===== config.mk =====
export PLATFORM = sky130hd
export DESIGN_NAME = int8_requant_stream
export DESIGN_NICKNAME = d
export VERILOG_FILES = /design/src/rtl/nn_dtypes_pkg.sv /design/src/rtl/requant_cfg_table.sv /design/src/rtl/int8_requant_stream.sv
export SDC_FILE = /design/constraint.sdc
export NUM_CORES = 2
export LEC_CHECK = 0
export CAP_MARGIN = 0
export CORE_UTILIZATION = 50
export CTS_BUF_LIST = sky130_fd_sc_hd__clkbuf_16
export DETAILED_ROUTE_END_ITERATION = 8
export PLACE_DENSITY_LB_ADDON = 0.08
export SYNTH_ARGS = -nofsm -noshare
export SYNTH_HDL_FRONTEND = slang
export SYNTH_SLANG_ARGS = --single-unit

===== constraint.sdc =====
create_clock -name clk -period 9.6 [get_ports clk]
set_input_delay 1.44 -clock clk [delete_from_list [all_inputs] [get_ports clk]]
set_output_delay 1.44 -clock clk [all_outputs]
set_load 0.01 [all_outputs]

===== src/rtl/nn_dtypes_pkg.sv =====
// Shared INT8 datapath types, requantiser config record and rounding/clamping helpers.
package nn_dtypes_pkg;

  typedef logic signed [7:0] int8_t;

  typedef struct packed {
    logic [15:0] scale;
    logic [4:0]  shift;
    int8_t       zp;
  } requant_cfg_t;

  localparam logic [15:0] REQ_SCALE_ONE = 16'hFFFF;
  localparam requant_cfg_t REQ_CFG_RESET = '{scale: REQ_SCALE_ONE, shift: 5'd0, zp: 8'sd0};

  // Round half toward +inf, then arithmetic shift by 16+shift; result always fits 34 bits.
  function automatic logic signed [33:0] round_shift(input logic signed [48:0] prod,
                                                     input logic [4:0]         shift);
    logic signed [49:0] sum;
    logic signed [49:0] q;
    sum = 50'(prod) + (50'sd1 <<< (6'(shift) + 6'd15));
    q   = sum >>> (6'(shift) + 6'd16);
    return q[33:0];
  endfunction

  function automatic logic is_sat_int8(input logic signed [34:0] v);
    return (v > 35'sd127) || (v < -35'sd128);
  endfunction

  function automatic int8_t clamp_int8(input logic signed [34:0] v, input int8_t lo);
    if (v > 35'sd127) return 8'sd127;
    if (v < 35'(lo)) return lo;
    return v[7:0];
  endfunction

endpackage


===== src/rtl/requant_cfg_table.sv =====
// Per-channel requantiser config register file: one synchronous write port, one async read port.
module requant_cfg_table
  import nn_dtypes_pkg::*;
#(
  parameter int unsigned NUM_CH = 16,
  localparam int unsigned CW = $clog2(NUM_CH)
) (
  input  logic         clk,
  input  logic         rst_n,
  input  logic         we,
  input  logic [CW-1:0] waddr,
  input  requant_cfg_t wdata,
  input  logic [CW-1:0] raddr,
  output requant_cfg_t rdata
);

  requant_cfg_t table_q [NUM_CH];

  always_ff @(posedge clk or negedge rst_n) begin
    if (!rst_n) begin
      for (int unsigned i = 0; i < NUM_CH; i++) table_q[i] <= REQ_CFG_RESET;
    end else if (we) begin
      table_q[waddr] <= wdata;
    end
  end

  assign rdata = table_q[raddr];

endmodule


===== src/rtl/int8_requant_stream.sv =====
// Streaming per-channel INT32 -> INT8 requantiser: scale, rounding shift, zero point,
// optional quantised ReLU and saturation, 3-stage pipeline with global stall on backpressure.
module int8_requant_stream
  import nn_dtypes_pkg::*;
#(
  parameter int unsigned NUM_CH   = 16,
  parameter int unsigned SATCNT_W = 16,
  localparam int unsigned CW = $clog2(NUM_CH)
) (
  input  logic                clk,
  input  logic                rst_n,
  input  logic                in_valid,
  output logic                in_ready,
  input  logic signed [31:0]  in_acc,
  input  logic                in_last,
  input  logic                cfg_we,
  input  logic [CW-1:0]       cfg_addr,
  input  logic [15:0]         cfg_scale,
  input  logic [4:0]          cfg_shift,
  input  logic [7:0]          cfg_zp,
  input  logic                relu_en,
  output logic                out_valid,
  input  logic                out_ready,
  output logic signed [7:0]   out_data,
  output logic [CW-1:0]       out_ch,
  output logic                out_sat,
  output logic [SATCNT_W-1:0] sat_count
);

  logic         stall, accept;
  logic [CW-1:0] ch_cnt, ch_next;
  requant_cfg_t cfg_rd;

  logic               s1_valid;
  logic signed [31:0] s1_acc;
  logic [CW-1:0]      s1_ch;
  requant_cfg_t       s1_cfg;

  logic               s2_valid;
  logic signed [48:0] s2_prod;
  logic [CW-1:0]      s2_ch;
  logic [4:0]         s2_shift;
  int8_t              s2_zp;

  logic signed [48:0] prod;
  logic signed [33:0] rnd;
  logic signed [34:0] v;
  int8_t              lo;

  requant_cfg_table #(.NUM_CH(NUM_CH)) u_cfg (
    .clk   (clk),
    .rst_n (rst_n),
    .we    (cfg_we),
    .waddr (cfg_addr),
    .wdata ('{scale: cfg_scale, shift: cfg_shift, zp: cfg_zp}),
    .raddr (ch_cnt),
    .rdata (cfg_rd)
  );

  assign stall    = out_valid && !out_ready;
  assign in_ready = !stall;
  assign accept   = in_valid && in_ready;
  assign ch_next  = (in_last || ch_cnt == CW'(NUM_CH - 1)) ? '0 : ch_cnt + 1'b1;

  always_comb begin
    prod = 49'(s1_acc) * 49'($signed({1'b0, s1_cfg.scale}));
    rnd  = round_shift(s2_prod, s2_shift);
    v    = 35'(rnd) + 35'(s2_zp);
    lo   = relu_en ? s2_zp : -8'sd128;
  end

  // Every stage shares the single stall enable, so beats never overtake or get dropped.
  always_ff @(posedge clk or negedge rst_n) begin
    if (!rst_n) begin
      ch_cnt    <= '0;
      s1_valid  <= 1'b0;
      s1_acc    <= '0;
      s1_ch     <= '0;
      s1_cfg    <= REQ_CFG_RESET;
      s2_valid  <= 1'b0;
      s2_prod   <= '0;
      s2_ch     <= '0;
      s2_shift  <= '0;
      s2_zp     <= '0;
      out_valid <= 1'b0;
      out_data  <= '0;
      out_ch    <= '0;
      out_sat   <= 1'b0;
    end else if (!stall) begin
      s1_valid <= accept;
      if (accept) begin
        s1_acc <= in_acc;
        s1_ch  <= ch_cnt;
        s1_cfg <= cfg_rd;
        ch_cnt <= ch_next;
      end
      s2_valid <= s1_valid;
      if (s1_valid) begin
        s2_prod  <= prod;
        s2_ch    <= s1_ch;
        s2_shift <= s1_cfg.shift;
        s2_zp    <= s1_cfg.zp;
      end
      out_valid <= s2_valid;
      if (s2_valid) begin
        out_data <= clamp_int8(v, lo);
        out_ch   <= s2_ch;
        out_sat  <= is_sat_int8(v);
      end
    end
  end

  always_ff @(posedge clk or negedge rst_n) begin
    if (!rst_n) begin
      sat_count <= '0;
    end else if (out_valid && out_ready && out_sat && sat_count != '1) begin
      sat_count <= sat_count + 1'b1;
    end
  end

endmodule


==> results.md <==
- Unrepaired setup endpoints after global routing: no
- Worst Setup Slack, final: between 0.5 and 0.6 ns
- Antenna viol nets, final: 0
- Fin. max-slew vios: 0
- DP HPWL: 96,500 µm
- Family with the most delay on the worst path: compound AO/OA/AOI/OAI gates
- Crit Path Max Fanout: 16
- Vertical die dimension: 326 µm
- Final wirelength: 137,000 µm
- H-tree depth: 3
- First-pass GRT wire length: 221,000 µm
- Number of warning messages in the yosys log: 0
- Initial Util: 50.6%
- Share of synthesized area occupied by flip-flops and latches: 30.6%
- Total via count after detailed routing: 35,887
- Outcome: finished clean
- Hold Path Class: flop to flop
- Crit share post-route: between 90% and 100%
- Detailed-route vias per instance: 5.71
- Number of storage elements in the synthesis netlist: between 600 and 700
- Most common cell in the synthesized netlist: inv_1
- Post-synthesis area per instance: ~11 µm²
- Critical R2R Capture: out_data[1]$_DFFE_PN0P_
- Buffers on Ports: 102
- CP most frequent cell: a21oi_1
- Fraction of synthesized cell area taken by the top area cell type: 18.6%
- Share of layout cells above drive strength 1: 25.3%
- Signed area change from the synthesized netlist to the final layout: 9.37%
- Async set-or-reset flop fraction in the synthesized netlist: 100%
- Initial DRC Count: roughly 2,500
- CP Data Required Time: 10.11 ns
- Hold Startpoint: s1_ch[3]$_DFFE_PN0P_
- Layout Skew: 0.0572 ns
- Worst slew pin tran: 1.01 ns
- Number of buffers inserted during clock tree synthesis: 73
- Clock-pin slew on the worst setup and hold paths: 0.06 ns
- Top cells by instance count after synthesis: 567 x inv_1, 554 x mux2_2, 521 x nand2_1, 490 x fa_1, 358 x dfrtp_1
- Area leader, netlist: fa_1
- Cell Rows: 118
- Clock tree from TritonCTS: built
- Mapped Area: 0.0526 mm²
- Classification of the worst setup path: flop to flop
- Number of cells traversed by the worst hold path: 2
- Total negative slack: 0 ns
- Routed wire per std cell: between 20 and 25 µm
- Endpoint of the worst hold-timing path: s1_ch[3]$_DFFE_PN0P_
- Nature of the critical path endpoint: flop
- Count of distinct cell types in the synthesized netlist: 94
- Beginning of the critical path: s2_shift[0]$_DFFE_PN0P_
- Antenna fix cells: 0
- Data arrival, critical path: 9.58 ns
- Util after Layout: 55.3%
- Worst setup slack for register-to-register paths: 0.53 ns
- Largest buffer count on any clock path: 3
- Max-slew headroom at the worst pin: 32.5%
- Clock root buffer master: clkbuf_16
- Total global-route track usage: around a quarter
- Category of the worst setup path launch point: flop
- Insertion delay of the later-clocked pin in the worst-skew pair: 0.68 ns
- Most used DFF post-synth: dfrtp_1
- Largest net degree at the start of global routing: 155
- Number of antenna violations at the first check in global routing: 3
- R2R depth: 38
- Max stage delay cell, worst path: mux4_2
- Worst reg2reg startpoint: s2_shift[0]$_DFFE_PN0P_
- Biggest area contributors in the synthesized netlist: fa_1 19%, dfrtp_1 17%, dfstp_2 14%, mux2_2 12%, mux4_2 6.0%
- Post-Place Worst Slack: about 0.21 ns
- Die X: around 330 µm
- Vias in the first global route: 38,293
- GRT overflow: 0
- DR DRC count: 0
- Crit. path cell count: 38
- Number of failing hold endpoints at the final stage: 0
- Placer Congestion: 0.945
- Count of nets after finishing: around 5,600
- Number of standard cells after synthesis: around 4,800
- Die Footprint: 0.107 mm²
- Highest clock frequency the design can meet: 110 MHz
- Core ar.: roughly 0.10 mm²
- # clock sinks: 630
- Number of buffers and inverters on the critical path: 2
- Top-level I/O count: 103
- Number of detailed-route iterations in the first pass: 8
- Shortest period the worst path allows: ~9 ns
- Post-synth EDFFs: 0
- Total of endpoints with negative setup slack in the final report: 0
- Slowest cell delay on critical path: 0.55 ns
- Count of max-cap constraint violations: 0
[cells by family (layout without fill, tap and decap cells)]
family | after synthesis | in the layout | share of synthesized area, %
AOI/OAI and AO/OA | 628 | 628 | 7.85
muxes | 748 | 748 | 18.9
other | 1 | 16 | 0.00713
buffers and inverters | 853 | 897 | 6.13
xor gates and xnor gates | 128 | 128 | 2.13
DFF | 630 | 630 | 30.6
and+or+nand+nor | 1131 | 1131 | 10.1
adders and majority gates | 725 | 725 | 24.2
[worst register-to-register path: cells and delay by family, from the launching register on]
kind	cells	cell delay, ns
adders and majority gates	4	1.30
muxes	2	0.91
xor gates and xnor gates	2	0.46
buffers and inverters	2	0.43
DFF	1	0.51
AOI/OAI and AO/OA	23	4.40
and+or+nand+nor	5	0.92
[timing repair]
item,4_1_cts,5_1_grt
resized for setup,0,21
endpoints found under the setup margin,0,8
setup buffers,0,3
hold buffers,0,0
[flip-flops by register name (all words and copies together), names as in the netlist, 5 cells and up]
register and flops:
s2_prod 48, u_cfg.table_q 464, out_data 8, s2_zp 8
sat_count 16, s1_cfg 29, s1_acc 32, s2_shift 5
[metrics by stage]
stage          hold slack, ns  area, µm²  cells
2_1_floorplan           0.433      52700   4859
3_3_place_gp            0.459      55100   6146
3_5_place_dp            0.462      55100   6146
4_1_cts                 0.477      57400   6280
5_1_grt                 0.489      57500   6283
6_report                0.470      57500   6283
[routing by layer]
| metal | wire, µm | global-route usage [%] | up-vias |
|---|---|---|---|
| met3 | 5360 | 3.10 | 190 |
| li1 | - | - | 16308 |
| met5 | 17 | 0 | - |
| met4 | 2840 | 6.34 | 2 |
| met1 | 60500 | 35.9 | 18685 |
| met2 | 68200 | 45.9 | 702 |
[area by class of cell]
| class | instances | area, µm² |
|---|---|---|
| timing repair buffer | 196 | 1740 |
| fill | 9184 | 46400 |
| tap | 1380 | 1730 |
| clock inverter | 60 | 460 |
| inverter | 567 | 2130 |
| sequential | 630 | 16100 |
| multi-input combinational | 3376 | 33500 |
| clock buffer | 74 | 1850 |
[worst max path at each step]
stage	to	slack, ns
after floorplan	out_data[1]$_DFFE_PN0P_	0.71
after global placement	out_data[7]$_DFFE_PN0P_	0.28
after detailed placement	out_data[7]$_DFFE_PN0P_	0.21
after CTS	out_data[7]$_DFFE_PN0P_	0.18
after global routing	out_data[1]$_DFFE_PN0P_	0.02
final	out_data[1]$_DFFE_PN0P_	0.53
[cells in the final DEF, fill, tap and decap left out, types with 11 or more instances in the layout]
cell	synthesis	final
mux4_2	141	141
a31oi_1	18	18
a21oi_1	166	165
and2_1	211	211
xnor2_1	73	72
or3_1	14	11
o211ai_1	15	15
nand4_1	35	35
conb_1	1	16
o22ai_1	11	11
nand2b_1	16	15
clkdlybuf4s50_1	0	101
o21a_1	24	24
nor3_1	32	31
dfstp_2	272	272
o21bai_1	13	13
nand3_1	53	53
nor2_1	160	150
mux2_2	554	554
nor2b_1	17	16
nand2_1	521	516
buf_4	1	93
a211oi_1	19	17
o31ai_1	19	18
and3_1	22	21
ha_1	235	232
dfrtp_1	358	353
xor2_1	55	55
inv_1	567	587
clkbuf_16	0	74
mux2i_1	53	51
o21ai_0	136	135
clkinv_1	0	14
fa_1	490	490
a21o_1	86	85
Power is not shown: default switching activity piles up to over one toggle a cycle in this logic, so the estimate is an artifact.
